==> src/rtl/bit_row_packer.sv <==
// Serial-to-parallel row packer: collects bit_in into rows of up to COLS bits
// and writes each completed row to a downstream row memory, one frame of ROWS rows per start.
//
// state | meaning
// IDLE  | waiting for start, bit_ready low
// SHIFT | accepting bits of the current row
// WRITE | one-cycle row_we strobe for the assembled row
// DONE  | one-cycle done pulse, then back to IDLE
module bit_row_packer #(
  parameter int ROWS     = 7,
  parameter int COLS     = 8,
  parameter int TRI_BASE = 0
) (
  input  logic            clk,
  input  logic            rst,
  input  logic            start,
  input  logic            bit_in,
  input  logic            bit_valid,
  output logic            bit_ready,
  output logic            row_we,
  output logic [2:0]      row_addr,
  output logic [COLS-1:0] row_data,
  output logic            busy,
  output logic            done
);

  localparam int CW = $clog2(COLS + 1);

  typedef enum logic [1:0] {IDLE, SHIFT, WRITE, DONE} state_t;

  state_t          state_q;
  logic [2:0]      row_q;
  logic [CW-1:0]   col_q;
  logic [COLS-1:0] row_reg_q;
  logic [COLS-1:0] row_reg_d;
  logic [2:0]      row_addr_q;
  logic [COLS-1:0] row_data_q;
  logic [CW-1:0]   last_col;
  logic            accept;

  // Triangular fill shortens early rows; TRI_BASE of 0 means every row is full width.
  function automatic int row_len(input logic [2:0] r);
    int l;
    l = COLS;
    if (TRI_BASE > 0 && int'(r) + TRI_BASE < COLS) l = int'(r) + TRI_BASE;
    return l;
  endfunction

  assign last_col = CW'(row_len(row_q) - 1);
  assign accept   = (state_q == SHIFT) && bit_valid;

  always_comb begin
    row_reg_d = row_reg_q;
    for (int j = 0; j < COLS; j++) begin
      if (col_q == CW'(j)) row_reg_d[j] = bit_in;
    end
  end

  always_ff @(posedge clk or posedge rst) begin
    if (rst) begin
      state_q    <= IDLE;
      row_q      <= 3'd0;
      col_q      <= '0;
      row_reg_q  <= '0;
      row_addr_q <= 3'd0;
      row_data_q <= '0;
    end else begin
      case (state_q)
        IDLE: begin
          if (start) begin
            state_q   <= SHIFT;
            row_q     <= 3'd0;
            col_q     <= '0;
            row_reg_q <= '0;
          end
        end
        SHIFT: begin
          if (accept) begin
            row_reg_q <= row_reg_d;
            col_q     <= col_q + CW'(1);
            if (col_q == last_col) begin
              state_q    <= WRITE;
              row_addr_q <= row_q;
              row_data_q <= row_reg_d;
            end
          end
        end
        WRITE: begin
          if (row_q == 3'(ROWS - 1)) begin
            state_q <= DONE;
          end else begin
            state_q   <= SHIFT;
            row_q     <= row_q + 3'd1;
            col_q     <= '0;
            row_reg_q <= '0;
          end
        end
        DONE: state_q <= IDLE;
        default: state_q <= IDLE;
      endcase
    end
  end

  assign bit_ready = (state_q == SHIFT);
  assign row_we    = (state_q == WRITE);
  assign done      = (state_q == DONE);
  assign busy      = (state_q != IDLE);
  assign row_addr  = row_addr_q;
  assign row_data  = row_data_q;

endmodule

==> config.mk <==
export PLATFORM = sky130hd
export DESIGN_NAME = bit_row_packer
export DESIGN_NICKNAME = d
export VERILOG_FILES = /design/src/rtl/bit_row_packer.sv
export SDC_FILE = /design/constraint.sdc
export NUM_CORES = 1
export LEC_CHECK = 0
export BUFFER_PORTS_ARGS = -buffer_cell sky130_fd_sc_hd__buf_2
export CAP_MARGIN = 5
export CORE_ASPECT_RATIO = 1.25
export CORE_MARGIN = 4
export CORE_UTILIZATION = 45
export CTS_CLUSTER_SIZE = 30
export DETAILED_ROUTE_END_ITERATION = 16
export PLACE_DENSITY_LB_ADDON = 0.05
export RECOVER_POWER = 25
export SKIP_LAST_GASP = 1
export SLEW_MARGIN = 0
export SYNTH_ARGS = -nofsm -noshare
export SYNTH_HDL_FRONTEND = slang
export SYNTH_SLANG_ARGS = --single-unit
==> constraint.sdc <==
create_clock -name clk -period 4.7 [get_ports clk]
set_clock_uncertainty 0.2 [all_clocks]
set_input_delay 0.47 -clock clk [delete_from_list [all_inputs] [get_ports clk]]
set_output_delay 0.47 -clock clk [all_outputs]
set_load 0.02 [all_outputs]
==> results of run 1 <==
## state kept, by name, summed over array words and instances (netlist names)
name,cells
row_data,8
row_addr,3
col_q,4
row_reg_q,7
state_q,2
row_q,3
## worst max-delay path, delay by kind of cell (launching register included)
family        cells  cell delay, ns
flops             1            0.57
simple gates      2            1.00
mux               1            0.34
## report_power, final
group	internal [mW]	switching [mW]	leakage (nW)
sequential	0.306	0.0873	0.356
combinational	0.161	0.194	0.400
clock	0.0602	0.0753	0.0217
## area by class of cell
cell class                      instances  area (µm²)
Clock buffer                            3        41.3
Tap cell                               37        46.3
Inverter                               15        56.3
Multi-Input combinational cell         91         732
Clock inverter                          1        7.51
Sequential cell                        27         676
Timing Repair Buffer                   19        95.1
Fill cell                             305        1570
## cells in the final DEF, fill, tap and decap left out, drive strengths merged, types with 3 or more instances in the layout
cell     n
ha       6
o21ai    5
o211ai   7
a21oi    8
nor3b    4
nand2    8
clkbuf   3
mux2i    4
inv     15
dfrtp   27
nand4b   4
nand3b   7
nand3    4
and2     3
mux2    11
buf     19
## final timing paths
kind | slack, ns | to | cells past startpoint | from
max in group asynchronous | 3.48 | col_q[0] | 2 | rst
max reg2reg | 2.47 | row_addr[0] | 3 | state_q[0]
min in group clk | 0.30 | row_addr[2] | 1 | row_addr[2]
min reg2reg | 0.30 | row_addr[2] | 1 | row_addr[2]
max | 2.47 | row_addr[0] | 3 | state_q[0]
min | 0.21 | row_addr[2] | 2 | rst
## per-stage QoR
step	setup slack, ns	hold slack [ns]	std cells	total power, mW
floorplan	2.96	0.304	143	0.672
global placement	2.48	0.264	189	0.750
detailed placement	2.48	0.277	189	0.759
CTS	2.47	0.258	193	0.896
global route	2.32	0.317	193	0.953
finish	2.47	0.215	193	0.884
## metal layers
metal / vias to the layer above / track usage [%]
met3: 2 / 2.12
met1: 499 / 21.4
met2: 14 / 26.0
met4: 0 / 4.43
met5: - / 0
li1: 530 / -
## logic make-up after synthesis
logic type / count (synthesis)
AO/OA/AOI/OAI: 32
flip-flops: 27
buffers and inverters: 25
adder cells (fa/ha/maj): 6
multiplexers: 15
AND/OR/NAND/NOR: 38
==> impl_metrics.yaml, run 1 <==
routing:
  vias: 1045
  highest_layer: "met4"
  drtIter0Drc: 14
  wl_um: 2980
  drt-vias-per-instance: 5.41
  routedWlPerCell_um: 15.5
  wl_met2_um: 1570
  drc: 0
  met3_wirelength_um: 69
  drt_first_pass_iters: 5
  met1_length_um: 1340
  final_antenna_net_count: 0
layout:
  fin_area_um2: 1650
  fin_nets: 168
  fin_util_pct: 51.3
  diodes: 0
  syn_to_final_growth_pct: 8.63
  drive_above_1_share_pct: 21.2
yosys:
  muxShareOfSynthArea_pct: 12.0
  synth_seq_cells: 27
  synth-edff-count: 0
  synth_compound_area_share_pct: 13.6
  synth_top_area_share_pct: 44.4
  synth-xor-area-share_pct: 0
  synth_area_um2: 1520
  synthArstFlopShare_pct: 100
  synthSimpleGateAreaFrac_pct: 17.5
  yosysMostFrequentCell: "dfrtp_1"
  seq_area_frac_synth_pct: 44.4
  synthesis.nets: 154
  synth_fa_ha_area_share_pct: 4.93
  synth_top_family_by_area: "simple AND/OR/NAND/NOR gates"
  synth_top_cell_by_area: "dfrtp_1"
  synth_cell_types: 38
  syn_avg_cell_area_um2: 10.6
  synth-main-ff-cell: "dfrtp_1"
  postSynthCellCount: 143
  synth.area.top_cells: "dfrtp_1 44%, ha_1 4.9%, mux2_4 4.9%, mux2_1 4.4%, inv_1 3.5%"
  synthTopCellsByCount: "27 x dfrtp_1, 14 x inv_1, 8 x a21oi_1, 8 x nand2_1"
  ys_warn_count: 0
clock_tree:
  clk_latency_ns: 0.27
  htree_levels: 1
  clock-sinks: 27
  cts_inserted_buffers: 3
  cts_resized: 0
  clockBufferDepth: 2
  cts_setup_buffers: 0
  ctsHoldBuffers: 0
  cts_tree: "done"
  cts.clk_slew.worst_paths_ns: 0.10
  root_buffer: "clkbuf_8"
setup_path:
  slowest_delay_ns: 0.61
  cp_cell_sequence: "and3b_1 > and2_4 > mux2_1"
  worstSetupPathType: "reg2reg"
  crit_required_ns: 4.67
  cp-start-kind: "register"
  cpMaxStageDelayCell: "and3b_1"
  crit_fanout: 16
  crit_path_end_kind: "register"
  cp.arrival_ns: 2.19
sta:
  finalCritPeriodShare_pct: 47.4
  maxSlewViolCount: 0
  fin_setup_tns_ns: 0
  period_minus_slack_ns: 2.23
  setup_violations: 0
  rsz0062_at_grt: "false"
  worst_pin_slew_ns: 1.00
  slew_headroom_pct: 33.1
  fmaxAchievable_mhz: 449
  hold_viol: 0
grt:
  grtUsageTotal_pct: 15.8
  grt_pass1_vias: 1052
  grt_max_degree: 28
  grt_overflow_total: 0
  antenna_found_initial: 0
  grt_pass1_wl_um: 5220
power:
  p_leak_nw: 0.778
  peakVddDrop_uv: 279
  powerDensity_nw_per_um2: 535
floorplan:
  fp.dieW_um: 60.0
  fp.coreArea_um2: 3220
  num_io_pins: 20
  die_y_um: 73.0
  rows: 23
  die_area_um2: 4380
  start_util_pct: 47.2
min_path:
  min_path_type: "in2async"
place:
  gp_congestion: 0.782
  postPlaceCellArea_um2: 1610
  io_buffers: 19
  post-dp-hpwl_um: 2110
outcome:
  status: "completed"
run:
  maxCapViolCount: 0
No activity file was read; power rests on OpenSTA's default activity.
==> run 2, diff against run 1 <==
==> constraint.sdc (replaced) <==
create_clock -name clk -period 1.9 [get_ports clk]
set_clock_uncertainty 0.2 [all_clocks]
set_input_delay 0.19 -clock clk [delete_from_list [all_inputs] [get_ports clk]]
set_output_delay 0.19 -clock clk [all_outputs]
set_load 0.02 [all_outputs]
==> run 2 against run 1 <==
Compared with the run above: critical path depth increased by 2; final cell count increased by 5.2%; sequential cell count unchanged; worst hold slack got worse by 0.21 ns; utilization increased by 2.3 points; die area unchanged; clock-buffer cell count unchanged; combinational power increased to 3.0 times the previous value; final area increased by 4.5%; sequential power increased by 130%; wire length increased by 6.9%; non-clock buffer count increased by 10; largest cell class unchanged.
==> impl_metrics.yaml, run 2 (same netlist as run 1, synthesis figures left out) <==
setup_path:
  crit_required_ns: 1.87
  slowest_delay_ns: 0.43
  cpMaxStageDelayCell: "dfrtp_1"
  cp.arrival_ns: 1.77
  path_buf_inv: 1
  crit_family: "multiplexers"
  r2r_setup_slack_ns: 0.10
  r2r-start: "col_q[0]"
  crit_path_end_kind: "register"
  cp_cell_sequence: "inv_1 > ha_1 > nand3b_1 > mux2_1 > mux2_4"
  r2r_end: "row_data[4]"
  reg2reg_depth: 5
  cp-start-kind: "register"
  worstSetupPathType: "reg2reg"
  crit_fanout: 5
sta:
  period_minus_slack_ns: 1.80
  finalCritPeriodShare_pct: 94.6
  maxSlewViolCount: 0
  slew_headroom_pct: 55.0
  fin_setup_tns_ns: 0
  rsz0062_at_grt: "false"
  hold_viol: 0
  worst_slack_ns: 0.103
  setup_violations: 0
  fmaxAchievable_mhz: 556
  worst_pin_slew_ns: 0.675
clock_tree:
  ctsHoldBuffers: 1
  cts_resized: 0
  cts.clk_slew.worst_paths_ns: 0.10
  clockBufferDepth: 2
  cts_tree: "done"
  cts_inserted_buffers: 3
  htree_levels: 1
  clk_latency_ns: 0.28
  cts_setup_buffers: 0
  root_buffer: "clkbuf_8"
  clock-sinks: 27
power:
  peakVddDrop_uv: 625
  p_total_mw: 2.29
  powerDensity_nw_per_um2: 1320
  p_int_mw: 1.37
  power.share.combinational_pct: 45.7
  clkPwrFrac_pct: 15.3
  netSwitchingPower_mw: 0.915
  seqPwrFrac_pct: 39.0
  switching_share_pct: 40.0
  p_leak_nw: 0.827
grt:
  grt_pass1_wl_um: 5360
  grt_pass1_vias: 1137
  grt_overflow_total: 0
  antenna_found_initial: 0
  grtUsageTotal_pct: 16.0
  grt_max_degree: 28
floorplan:
  die_area_um2: 4380
  die_y_um: 73.0
  start_util_pct: 47.2
  fp.coreArea_um2: 3220
  num_io_pins: 20
  rows: 23
  fp.dieW_um: 60.0
routing:
  vias: 1113
  drt_first_pass_iters: 4
  wl_um: 3190
  drc: 0
  drtIter0Drc: 45
  drt-vias-per-instance: 5.48
  routedWlPerCell_um: 15.7
  final_antenna_net_count: 0
min_path:
  hold_end: "state_q[0]"
  min_from: "bit_valid"
  min_path_type: "in2reg"
  min_path_cells: 3
layout:
  drive_above_1_share_pct: 25.3
  diodes: 0
  layout_common_cells: "27 x dfrtp_1, 19 x buf_2, 14 x inv_1"
  fin_nets: 178
  instances_no_fill: 203
  syn_to_final_growth_pct: 13.6
  mostFrequentLayoutCell: "dfrtp_1"
  fill_cells: 306
  fin_util_pct: 53.6
  largest_reg_flops: 8
place:
  pre_cts_slack_ns: 0.118
  post-dp-hpwl_um: 2260
  gp_congestion: 0.850
  dp_cells: 198
  io_buffers: 19
outcome:
  status: "completed"
run:
  maxCapViolCount: 0
run 2: changes by cell type in the layout (fill, tap and decap cells not counted), sizes merged:
cell,delta
buf,+8
clkbuf,+1
dlygate4sd3,+1
run 2: area by class of cell:
class	instances	area, µm²	area share (%)
sequential	27	676	39.1
timing repair buffer	29	170	9.84
clock inverter	1	7.51	0.434
tap	37	46.3	2.68
multi-input combinational	91	732	42.3
clock buffer	3	41.3	2.39
inverter	15	56.3	3.26
run 2: stage by stage:
step	cell area (µm²)	hold WS (ns)
6_report	1730	0.00757
3_5_place_dp	1670	0.0763
2_1_floorplan	1520	0.0427
4_1_cts	1730	0.00832
5_1_grt	1730	0.0220
3_3_place_gp	1670	0.0675
run 2: worst min-delay path: stages:
cell and delay [ns]:
buf_2 0.12, nand2_1 0.05, a21bo_1 0.10
run 2: worst max path at each step:
| stage | from | end | slack (ns) | depth (start not counted) |
|---|---|---|---|---|
| final | col_q[0] | row_data[4] | 0.10 | 5 |
| after global routing | col_q[0] | row_data[4] | 0.008 | 5 |
| after CTS | col_q[0] | row_data[7] | 0.1 | 4 |
| after detailed placement | col_q[0] | row_data[7] | 0.12 | 4 |
| after global placement | col_q[0] | row_data[4] | 0.16 | 5 |
| after floorplan | col_q[0] | row_addr[1] | 0.16 | 5 |
run 2: power groups by stage:
stage,clock (mW),combinational [mW],sequential (mW)
after detailed placement,0,1.05,0.905
after floorplan,0,0.692,0.970
after global routing,0.375,1.15,0.920
final,0.350,1.05,0.893
after CTS,0.357,1.06,0.894
after global placement,0,1.03,0.892
run 2: per-layer routing:
metal  track usage [%]  part of all wire [%]  up-vias
met5                 0                     0        -
met4              5.17                   2.3        0
met3              2.12                   3.1        7
met2              27.6                    51       22
met1              20.3                    44      536
li1                  -                     -      548
==> run 3, diff against run 2 <==
--- a/config.mk
+++ b/config.mk
@@ -7,7 +7,6 @@
 export LEC_CHECK = 0
 export BUFFER_PORTS_ARGS = -buffer_cell sky130_fd_sc_hd__buf_2
 export CAP_MARGIN = 5
-export CORE_ASPECT_RATIO = 1.25
 export CORE_MARGIN = 4
 export CORE_UTILIZATION = 45
 export CTS_CLUSTER_SIZE = 30
==> run 3 against run 2 <==
Compared with the run above: via count is 1.7% higher; sequential share of layout area down 0.11 points; highest routed layer unchanged; register-to-register slack better by 0.03 ns; wire length decreased by 2.6%; clock power fell by 29%; final cell count grew 4.4%; worst hold slack improved by 0.011 ns; first-iteration DRC count decreased by 47%.
==> impl_metrics.yaml, run 3 (same netlist as run 1, synthesis figures left out) <==
grt:
  antenna_found_initial: 0
  grt_pass1_wl_um: 5590
  grt_overflow_total: 0
  grt_max_degree: 28
  grt_pass1_vias: 1204
  grtUsageTotal_pct: 16.1
sta:
  hold_ws_ns: 0.0186
  worst_slack_ns: 0.136
  maxSlewViolCount: 0
  fmaxAchievable_mhz: 567
  fin_setup_tns_ns: 0
  rsz0062_at_grt: "false"
  period_minus_slack_ns: 1.76
  setup_violations: 0
  slew_headroom_pct: 55.0
  worst_pin_slew_ns: 0.676
  finalCritPeriodShare_pct: 92.8
  hold_viol: 0
power:
  p_leak_nw: 0.831
  peakVddDrop_uv: 576
  powerDensity_nw_per_um2: 1270
outcome:
  status: "completed"
place:
  post-dp-hpwl_um: 2240
  gp_congestion: 0.826
  io_buffers: 19
  dp_cells: 206
  pre_cts_slack_ns: 0.125
layout:
  fin_nets: 180
  mostFrequentLayoutCell: "dfrtp_1"
  instances_no_fill: 212
  fill_cells: 302
  syn_to_final_growth_pct: 13.9
  diodes: 0
  layout_common_cells: "27 x dfrtp_1, 19 x buf_2, 13 x inv_1"
  largest_reg_flops: 8
  drive_above_1_share_pct: 26.2
setup_path:
  crit_path_end_kind: "register"
  cp.arrival_ns: 1.79
  crit_required_ns: 1.93
  worstSetupPathType: "reg2reg"
  r2r_setup_slack_ns: 0.14
  crit_fanout: 12
  r2r-start: "col_q[0]"
  cp-start-kind: "register"
  r2r_end: "row_addr[0]"
  reg2reg_depth: 4
routing:
  drt-vias-per-instance: 5.34
  final_antenna_net_count: 0
  routedWlPerCell_um: 14.6
  drt_first_pass_iters: 4
  drtIter0Drc: 24
  drc: 0
  vias: 1132
  wl_um: 3100
floorplan:
  die_area_um2: 4380
  start_util_pct: 48.3
  rows: 20
  fp.dieW_um: 66.2
  fp.coreArea_um2: 3150
  num_io_pins: 20
  die_y_um: 66.2
min_path:
  min_path_cells: 2
  hold_end: "row_data[7]"
  min_path_type: "in2reg"
  min_from: "bit_in"
clock_tree:
  cts_tree: "done"
  clockBufferDepth: 2
  cts_setup_buffers: 0
  htree_levels: 1
  root_buffer: "clkbuf_4"
  clk_latency_ns: 0.33
  clock-sinks: 27
  cts_inserted_buffers: 3
  cts.clk_slew.worst_paths_ns: 0.15
run:
  maxCapViolCount: 0
[run 3: cell count changes in the layout (fill, tap and decap cells not counted), sizes merged]
cell	change
buf	+1
clkinv	+1
clkinvlp	-1
dlygate4sd3	+1
[run 3: worst max-delay path, cell delays in order, from the launching register on]
cell     delay, ns
dfrtp_1       0.44
ha_1          0.22
and3b_1       0.19
and2_4        0.27
mux2_1        0.35
[run 3: cell type report]
class | count | area, µm² | share of cell area (%)
multi-input combinational | 91 | 732 | 42.2
sequential | 27 | 676 | 39.0
timing repair buffer | 31 | 188 | 10.8
inverter | 15 | 56.3 | 3.25
tap | 44 | 55.1 | 3.17
clock buffer | 3 | 22.5 | 1.30
clock inverter | 1 | 5.00 | 0.289
[run 3: timing repair]
action | 4_1_cts | 5_1_grt
endpoints found under the hold margin | 28 | 0
hold buffers | 2 | 0
resized for setup | 0 | 1
endpoints found under the setup margin | 0 | 2
[run 3: power breakdown]
group          switching (mW)  internal, mW
Clock                   0.169        0.0790
Sequential              0.164         0.757
Combinational           0.558         0.469
[run 3: worst max-delay path by stage]
stage / start / depth (start not counted) / slack (ns) / end
2_1_floorplan: col_q[0] / 5 / 0.16 / row_addr[1]
3_3_place_gp: col_q[0] / 5 / 0.16 / row_data[6]
3_5_place_dp: col_q[0] / 5 / 0.12 / row_data[6]
4_1_cts: col_q[0] / 5 / 0.11 / row_data[6]
5_1_grt: col_q[1] / 5 / 0.03 / row_data[4]
6_report: col_q[0] / 4 / 0.14 / row_addr[0]
[run 3: per-layer routing]
layer / GRT usage [%] / vias to the layer above / routed length [µm] / share of wire, %
met5: 0 / - / 0 / 0
met4: 3.05 / 0 / 24 / 0.77
met2: 26.5 / 27 / 1400 / 45
li1: - / 563 / - / -
met3: 3.06 / 2 / 135 / 4.3
met1: 22.2 / 540 / 1540 / 50
[run 3: metrics by stage]
step / instance area (µm²) / utilization (%) / power (mW)
3_3_place_gp: 1690 / 53.6 / 1.93
2_1_floorplan: 1520 / - / 1.66
6_report: 1730 / 55.0 / 2.20
5_1_grt: 1730 / 55.0 / 2.38
3_5_place_dp: 1690 / 53.6 / 1.96
4_1_cts: 1740 / 55.1 / 2.22
